$ cat config.mk
export PLATFORM = sky130hd
export DESIGN_NAME = tcb_arb_rr
export DESIGN_NICKNAME = d
export VERILOG_FILES = /design/src/rtl/tcb_arb_pkg.sv /design/src/rtl/tcb_arb_rr_pri.sv /design/src/rtl/tcb_arb_rr.sv
export SDC_FILE = /design/constraint.sdc
export NUM_CORES = 1
export LEC_CHECK = 0
export CORE_AREA = 5 5 101 103
export CTS_CLUSTER_SIZE = 16
export DETAILED_ROUTE_END_ITERATION = 16
export DIE_AREA = 0 0 106 108
export GPL_ROUTABILITY_DRIVEN = 0
export GPL_TIMING_DRIVEN = 0
export PLACE_DENSITY = 0.62
export SETUP_SLACK_MARGIN = 0.2
export SLEW_MARGIN = 40
export SYNTH_ARGS = -nofsm -noshare
export SYNTH_HDL_FRONTEND = slang
export SYNTH_SLANG_ARGS = --single-unit
$ cat constraint.sdc
create_clock -name clk -period 2.46 [get_ports clk]
set_clock_uncertainty 0.2 [all_clocks]
set_input_delay 0.615 -clock clk [delete_from_list [all_inputs] [get_ports clk]]
set_output_delay 0.615 -clock clk [all_outputs]
set_load 0.01 [all_outputs]
$ cat src/rtl/tcb_arb_pkg.sv
// Shared types and helpers for the TCB round-robin arbiter family.
package tcb_arb_pkg;

    localparam int unsigned MN_MAX = 8;
    localparam int unsigned IW_MAX = 3;

    typedef enum logic {
        ARB  = 1'b0,
        HOLD = 1'b1
    } arb_state_e;

    typedef struct packed {
        logic              found;
        logic [IW_MAX-1:0] idx;
    } pick_t;

    function automatic int unsigned idx_width(input int unsigned mn);
        return (mn > 1) ? $clog2(mn) : 1;
    endfunction

    // First set bit of req at or above ptr, wrapping modulo mn.
    function automatic pick_t rr_pick(input logic [MN_MAX-1:0] req,
                                      input logic [IW_MAX-1:0] ptr,
                                      input int unsigned       mn);
        pick_t       r;
        int unsigned k;
        r = '0;
        for (int unsigned i = 0; i < MN_MAX; i++) begin
            if (i < mn) begin
                k = 32'(ptr) + i;
                if (k >= mn) begin
                    k = k - mn;
                end
                if (!r.found && req[k]) begin
                    r.found = 1'b1;
                    r.idx   = k[IW_MAX-1:0];
                end
            end
        end
        return r;
    endfunction

endpackage

$ cat src/rtl/tcb_arb_rr_pri.sv
// Rotating priority encoder: picks the first requester at or above ptr_i.
module tcb_arb_rr_pri
    import tcb_arb_pkg::*;
#(
    parameter int unsigned MN = 2,
    parameter int unsigned IW = idx_width(MN)
) (
    input  logic [MN-1:0] req_i,
    input  logic [IW-1:0] ptr_i,
    output logic [MN-1:0] gnt_o,
    output logic [IW-1:0] idx_o,
    output logic          any_o
);

    logic [MN_MAX-1:0] req_x;
    logic [IW_MAX-1:0] ptr_x;
    pick_t             pick;

    always_comb begin
        req_x          = '0;
        req_x[MN-1:0]  = req_i;
        ptr_x          = '0;
        ptr_x[IW-1:0]  = ptr_i;
        pick           = rr_pick(req_x, ptr_x, MN);
        idx_o          = pick.idx[IW-1:0];
        any_o          = pick.found;
        gnt_o          = '0;
        for (int unsigned i = 0; i < MN; i++) begin
            gnt_o[i] = pick.found && (32'(pick.idx) == i);
        end
    end

endmodule

$ cat src/rtl/tcb_arb_rr.sv
// Round-robin TCB arbiter: MN managers share one fixed-delay subordinate.
// Optional manager lock for atomic sequences: define TCB_ARB_RR_LOCK_EN.
module tcb_arb_rr
    import tcb_arb_pkg::*;
#(
    parameter int unsigned MN  = 2,
    parameter int unsigned AW  = 32,
    parameter int unsigned DW  = 32,
    parameter int unsigned DLY = 1
) (
    input  logic             clk,
    input  logic             rst,
    input  logic [MN-1:0]    m_vld,
    input  logic [MN-1:0]    m_wen,
    input  logic [MN*AW-1:0] m_adr,
    input  logic [MN*DW-1:0] m_wdt,
`ifdef TCB_ARB_RR_LOCK_EN
    input  logic [MN-1:0]    m_lck,
`endif
    output logic [MN-1:0]    m_rdy,
    output logic [MN-1:0]    m_err,
    output logic [MN-1:0]    m_rsp,
    output logic [DW-1:0]    m_rdt,
    output logic             s_vld,
    output logic             s_wen,
    output logic [AW-1:0]    s_adr,
    output logic [DW-1:0]    s_wdt,
    input  logic             s_rdy,
    input  logic             s_err,
    input  logic [DW-1:0]    s_rdt
);

    localparam int unsigned IW = idx_width(MN);

    arb_state_e    state_q, state_d;
    logic [IW-1:0] ptr_q, ptr_d;
    logic [IW-1:0] hidx_q, hidx_d;
    logic          lck_q, lck_d;

    logic [MN-1:0] pri_gnt;
    logic [IW-1:0] pri_idx;
    logic          pri_any;
    logic [IW-1:0] cur_idx;
    logic [MN-1:0] gnt;
    logic          xfer;
    logic          lck_xfer;
    logic          rsp_v;
    logic [IW-1:0] rsp_idx;

    tcb_arb_rr_pri #(
        .MN (MN),
        .IW (IW)
    ) u_pri (
        .req_i (m_vld),
        .ptr_i (ptr_q),
        .gnt_o (pri_gnt),
        .idx_o (pri_idx),
        .any_o (pri_any)
    );

    // In HOLD the registered index owns the bus; vld of that manager alone qualifies it.
    always_comb begin
        cur_idx = (state_q == HOLD) ? hidx_q : pri_idx;
        gnt     = pri_gnt;
        if (state_q == HOLD) begin
            gnt = '0;
            for (int unsigned i = 0; i < MN; i++) begin
                gnt[i] = m_vld[i] && (32'(hidx_q) == i);
            end
        end
        s_vld = (state_q == HOLD) ? |gnt : pri_any;
        xfer  = s_vld & s_rdy;
    end

    always_comb begin
        s_wen = 1'b0;
        s_adr = '0;
        s_wdt = '0;
        for (int unsigned i = 0; i < MN; i++) begin
            if (gnt[i]) begin
                s_wen = m_wen[i];
                s_adr = m_adr[i*AW +: AW];
                s_wdt = m_wdt[i*DW +: DW];
            end
        end
        m_rdy = gnt & {MN{s_rdy}};
        m_err = gnt & {MN{s_err}};
        m_rdt = s_rdt;
    end

`ifdef TCB_ARB_RR_LOCK_EN
    always_comb lck_xfer = |(gnt & m_lck);
`else
    always_comb lck_xfer = 1'b0;
`endif

    // A locked transfer behaves like a stall for grant purposes but leaves ptr alone.
    always_comb begin
        state_d = state_q;
        ptr_d   = ptr_q;
        hidx_d  = hidx_q;
        lck_d   = lck_q;
        if (xfer) begin
            if (lck_xfer) begin
                state_d = HOLD;
                hidx_d  = cur_idx;
                lck_d   = 1'b1;
            end else begin
                state_d = ARB;
                lck_d   = 1'b0;
                ptr_d   = (32'(cur_idx) == MN - 1) ? '0 : cur_idx + IW'(1);
            end
        end else if (s_vld) begin
            state_d = HOLD;
            hidx_d  = cur_idx;
        end else if (state_q == HOLD && !lck_q) begin
            state_d = ARB;
        end
    end

    always_ff @(posedge clk or negedge rst) begin
        if (!rst) begin
            state_q <= ARB;
            ptr_q   <= '0;
            hidx_q  <= '0;
            lck_q   <= 1'b0;
        end else begin
            state_q <= state_d;
            ptr_q   <= ptr_d;
            hidx_q  <= hidx_d;
            lck_q   <= lck_d;
        end
    end

    a_hold_vld: assert property (@(posedge clk) disable iff (!rst)
        (state_q == HOLD && !lck_q) |-> s_vld);

    if (DLY == 0) begin : g_rsp_comb
        always_comb begin
            rsp_v   = xfer & ~s_wen;
            rsp_idx = cur_idx;
        end
    end else begin : g_rsp_pipe
        logic [DLY-1:0] pv_q;
        logic [IW-1:0]  pi_q [DLY];

        always_ff @(posedge clk or negedge rst) begin
            if (!rst) begin
                pv_q <= '0;
                for (int unsigned i = 0; i < DLY; i++) begin
                    pi_q[i] <= '0;
                end
            end else begin
                pv_q[0] <= xfer & ~s_wen;
                pi_q[0] <= cur_idx;
                for (int unsigned i = 1; i < DLY; i++) begin
                    pv_q[i] <= pv_q[i-1];
                    pi_q[i] <= pi_q[i-1];
                end
            end
        end

        always_comb begin
            rsp_v   = pv_q[DLY-1];
            rsp_idx = pi_q[DLY-1];
        end
    end

    always_comb begin
        m_rsp = '0;
        for (int unsigned i = 0; i < MN; i++) begin
            m_rsp[i] = rsp_v && (32'(rsp_idx) == i);
        end
    end

endmodule

==> results_dict.tcl <==
set metrics [dict create \
    status "finished with violations" \
    violations "negative setup slack" \
    placementRows 35 \
    p_leak_uw 0.00191 \
    clk_latency_ps 220 \
    synth_area_leaders "a22o_1, buf_4, dfrtp_1" \
    via_per_inst 4.31 \
    grt_first_pass_wirelength_um 13800 \
    synth-compound-area-share 0.538 \
    synthSimpleGateAreaFrac 0.0769 \
    dr.pass1.iters 4 \
    critical_path.startpoint "m_vld[0]" \
    layout_commonest_cell "clkdlybuf4s50_1" \
    timing.fmax_ghz 0.387 \
    vdd_drop_max_mv 0.281 \
    tightest_slew_ps 268 \
    worst_path_largest_cell_delay_ps 210 \
    initial_core_util 0.132 \
    setup_slack_ps -122 \
    period_needed_ps 2580 \
    synth_seq_cells 5 \
    n_fill_cell 861 \
    hold_path_depth 2 \
    synthMuxAreaShare 0 \
    numCtsBuffers 3 \
    clk_pin_slew_worst_paths_ps 40 \
    netlist_area_sq_um 1200 \
    cp_slowest_cell "a22o_1" \
    worst_hold_startpoint "hidx_q$_DFFE_PN0P_" \
    fp.dieH_um 108 \
    crit_top_cell "buf_8" \
    num_antenna_cells 0 \
    rr_endpoint "state_q$_DFFE_PN0P_" \
    drc_errors 0 \
    comb_power_share 0.847 \
    rr_startpoint "state_q$_DFFE_PN0P_" \
    wirelength_um 9730 \
    critPathTopFamily "buffers and inverters" \
    hpwl_um 7710 \
    place_ws_ps -1250 \
    fin_crit_sh 1.05 \
    die-area_sq_um 11400 \
    min_to "g_rsp_pipe.pi_q$_DFF_PN0_" \
    synth-xor-area-share 0 \
    crit_type "primary input to primary output" \
    netlist_instances 142 \
    setup_viol 67 \
    worstPathBufferInverterCount 5 \
    slew_violations 0 \
    synth_cell_types 22 \
    grt_overflow_total 0 \
    start_kind "primary input" \
    cts_root_buffer "clkbuf_8" \
    drive_gt1_frac 0.388 \
    drv_cap 0 \
    yosysTopAreaCell "a22o_1" \
    clock_path_buffers 2 \
    synth_nets 310 \
    die_w_um 106 \
    portBuffers 239 \
    ys_async_sr_fraction 1.00 \
    clock-sinks 5 \
    avgSynthCellArea_sq_um 8.48 \
    htreeDepth 1 \
    required_ps 1640 \
    wl_per_cell_um 18.6 \
    grt_pass1_vias 2447 \
    worst_setup_path_end_kind "primary output" \
    utilization 0.453 \
    hold_class "register to register" \
    area_delta_synth_final_pct 243 \
    hold_violations 0 \
    synth_top_family_by_area "compound AO/OA/AOI/OAI gates" \
    ant_nets 0 \
    yosysSeqAreaShare 0.104 \
    cp_max_fo 8 \
    antenna_found_initial 0 \
    path_cells "buf_8 -> a21boi_4 -> and2_4 -> buf_6 -> buf_12 -> buf_8 -> a22o_1 -> buf_2" \
    grt_usage 0.151 \
    p_int_uw 1130 \
    final_cell_mix "clkdlybuf4s50_1, a22o_1, buf_2" \
    ios 272 \
    yosys.area_share.adder 0 \
    cts_tree "built" \
    pwr_density_cell_nw_per_um2 422 \
    rsz0062_at_grt "yes" \
    drtIter0Drc 43 \
    grt_max_degree 11 \
    p_sw_uw 611 \
    r2r_cells 7 \
    num_vias 2254 \
    fin_area_sq_um 4120 \
    ys.flop_type "dfrtp_1" \
    slew_headroom 0.822 \
    dpl_cell_area_sq_um 3740 \
    core-area_sq_um 9110 \
    p_sw_frac 0.351 \
    regToRegSetupSlack_ps 670 \
    nNetsFinal 581 \
    ys_warn_count 0 \
    synth_edf_count 0 \
    p_seq_frac 0.067 \
    cp.arrival_ps 1770 \
    clockPowerShare 0.085 \
    synth_top_area_frac 0.473 \
]
==> power groups by stage <==
stage / Combinational [uW] / Sequential [uW] / Clock, uW
floorplan: 503 / 116 / 0
global placement: 1240 / 119 / 0
detailed placement: 1250 / 119 / 0
CTS: 1420 / 115 / 156
global route: 1570 / 119 / 162
finish: 1480 / 117 / 149
==> Yosys cell counts (all sizes together), types with 2 or more instances <==
master  count
nand2b      2
nand3b      2
nand2       3
buf        47
dfrtp       5
and2        4
a22o       65
and3        2
==> worst min-delay path, cell delays in order, from the launching register on <==
cell and delay (ps):
dfrtp_1 430, nand2_1 70, nand2_1 50
==> how the worst max path moves through the flow <==
stage                     depth (start not counted)         to  slack, ps
after floorplan                                   6  s_adr[25]        160
after global placement                            7  s_wdt[31]      -1230
after detailed placement                          7  s_wdt[31]      -1250
after CTS                                         8  s_adr[14]       -110
after global routing                              8  s_adr[11]       -150
final                                             8  s_adr[14]       -120
==> final cells by class <==
type	instances	area, sq um	area share
clock buffer	4	45.0	0.0109
sequential	5	126	0.0306
buffer	48	492	0.119
tap	111	139	0.0337
multi-input combinational	89	785	0.190
timing repair buffer	266	2540	0.615
==> stage by stage <==
stage                     TNS (ps)  instances  hold WS, ps  total power (uW)
final                        -5430        523          380              1740
after global placement      -78730        492          313              1360
after detailed placement    -80540        492          332              1370
after floorplan                  0        142          119               619
after global routing         -7880        523          421              1850
after CTS                    -4860        520          373              1690
==> routing by layer <==
metal	vias up	GRT usage	wire length (um)
li1	1073	-	-
met1	1023	0.171	3570
met2	154	0.292	5180
met3	4	0.0388	928
met4	0	0.0157	52
met5	-	0	0
==> registers in the layout, indices dropped and copies added, names as in the netlist <==
signal           flops
state_q              1
ptr_q                1
hidx_q               1
g_rsp_pipe.pv_q      1
g_rsp_pipe.pi_q      1
==> logic make-up (layout without fill, tap and decap cells) <==
kind of cell / Yosys count / in the layout
AO/OA/AOI/OAI: 73 / 73
buffers and inverters: 48 / 318
AND/OR/NAND/NOR: 16 / 16
flip-flops: 5 / 5
==> what timing repair did <==
action / CTS / global route
buffers inserted: 15 / 1
endpoints found under the hold margin: 0 / 0
resized for setup: 364 / 16
hold buffers: 0 / 0
endpoints found under the setup margin: 72 / 69
gates cloned: 9 / 2
pin swaps: 15 / 18
No activity file was read; power rests on OpenSTA's default activity.
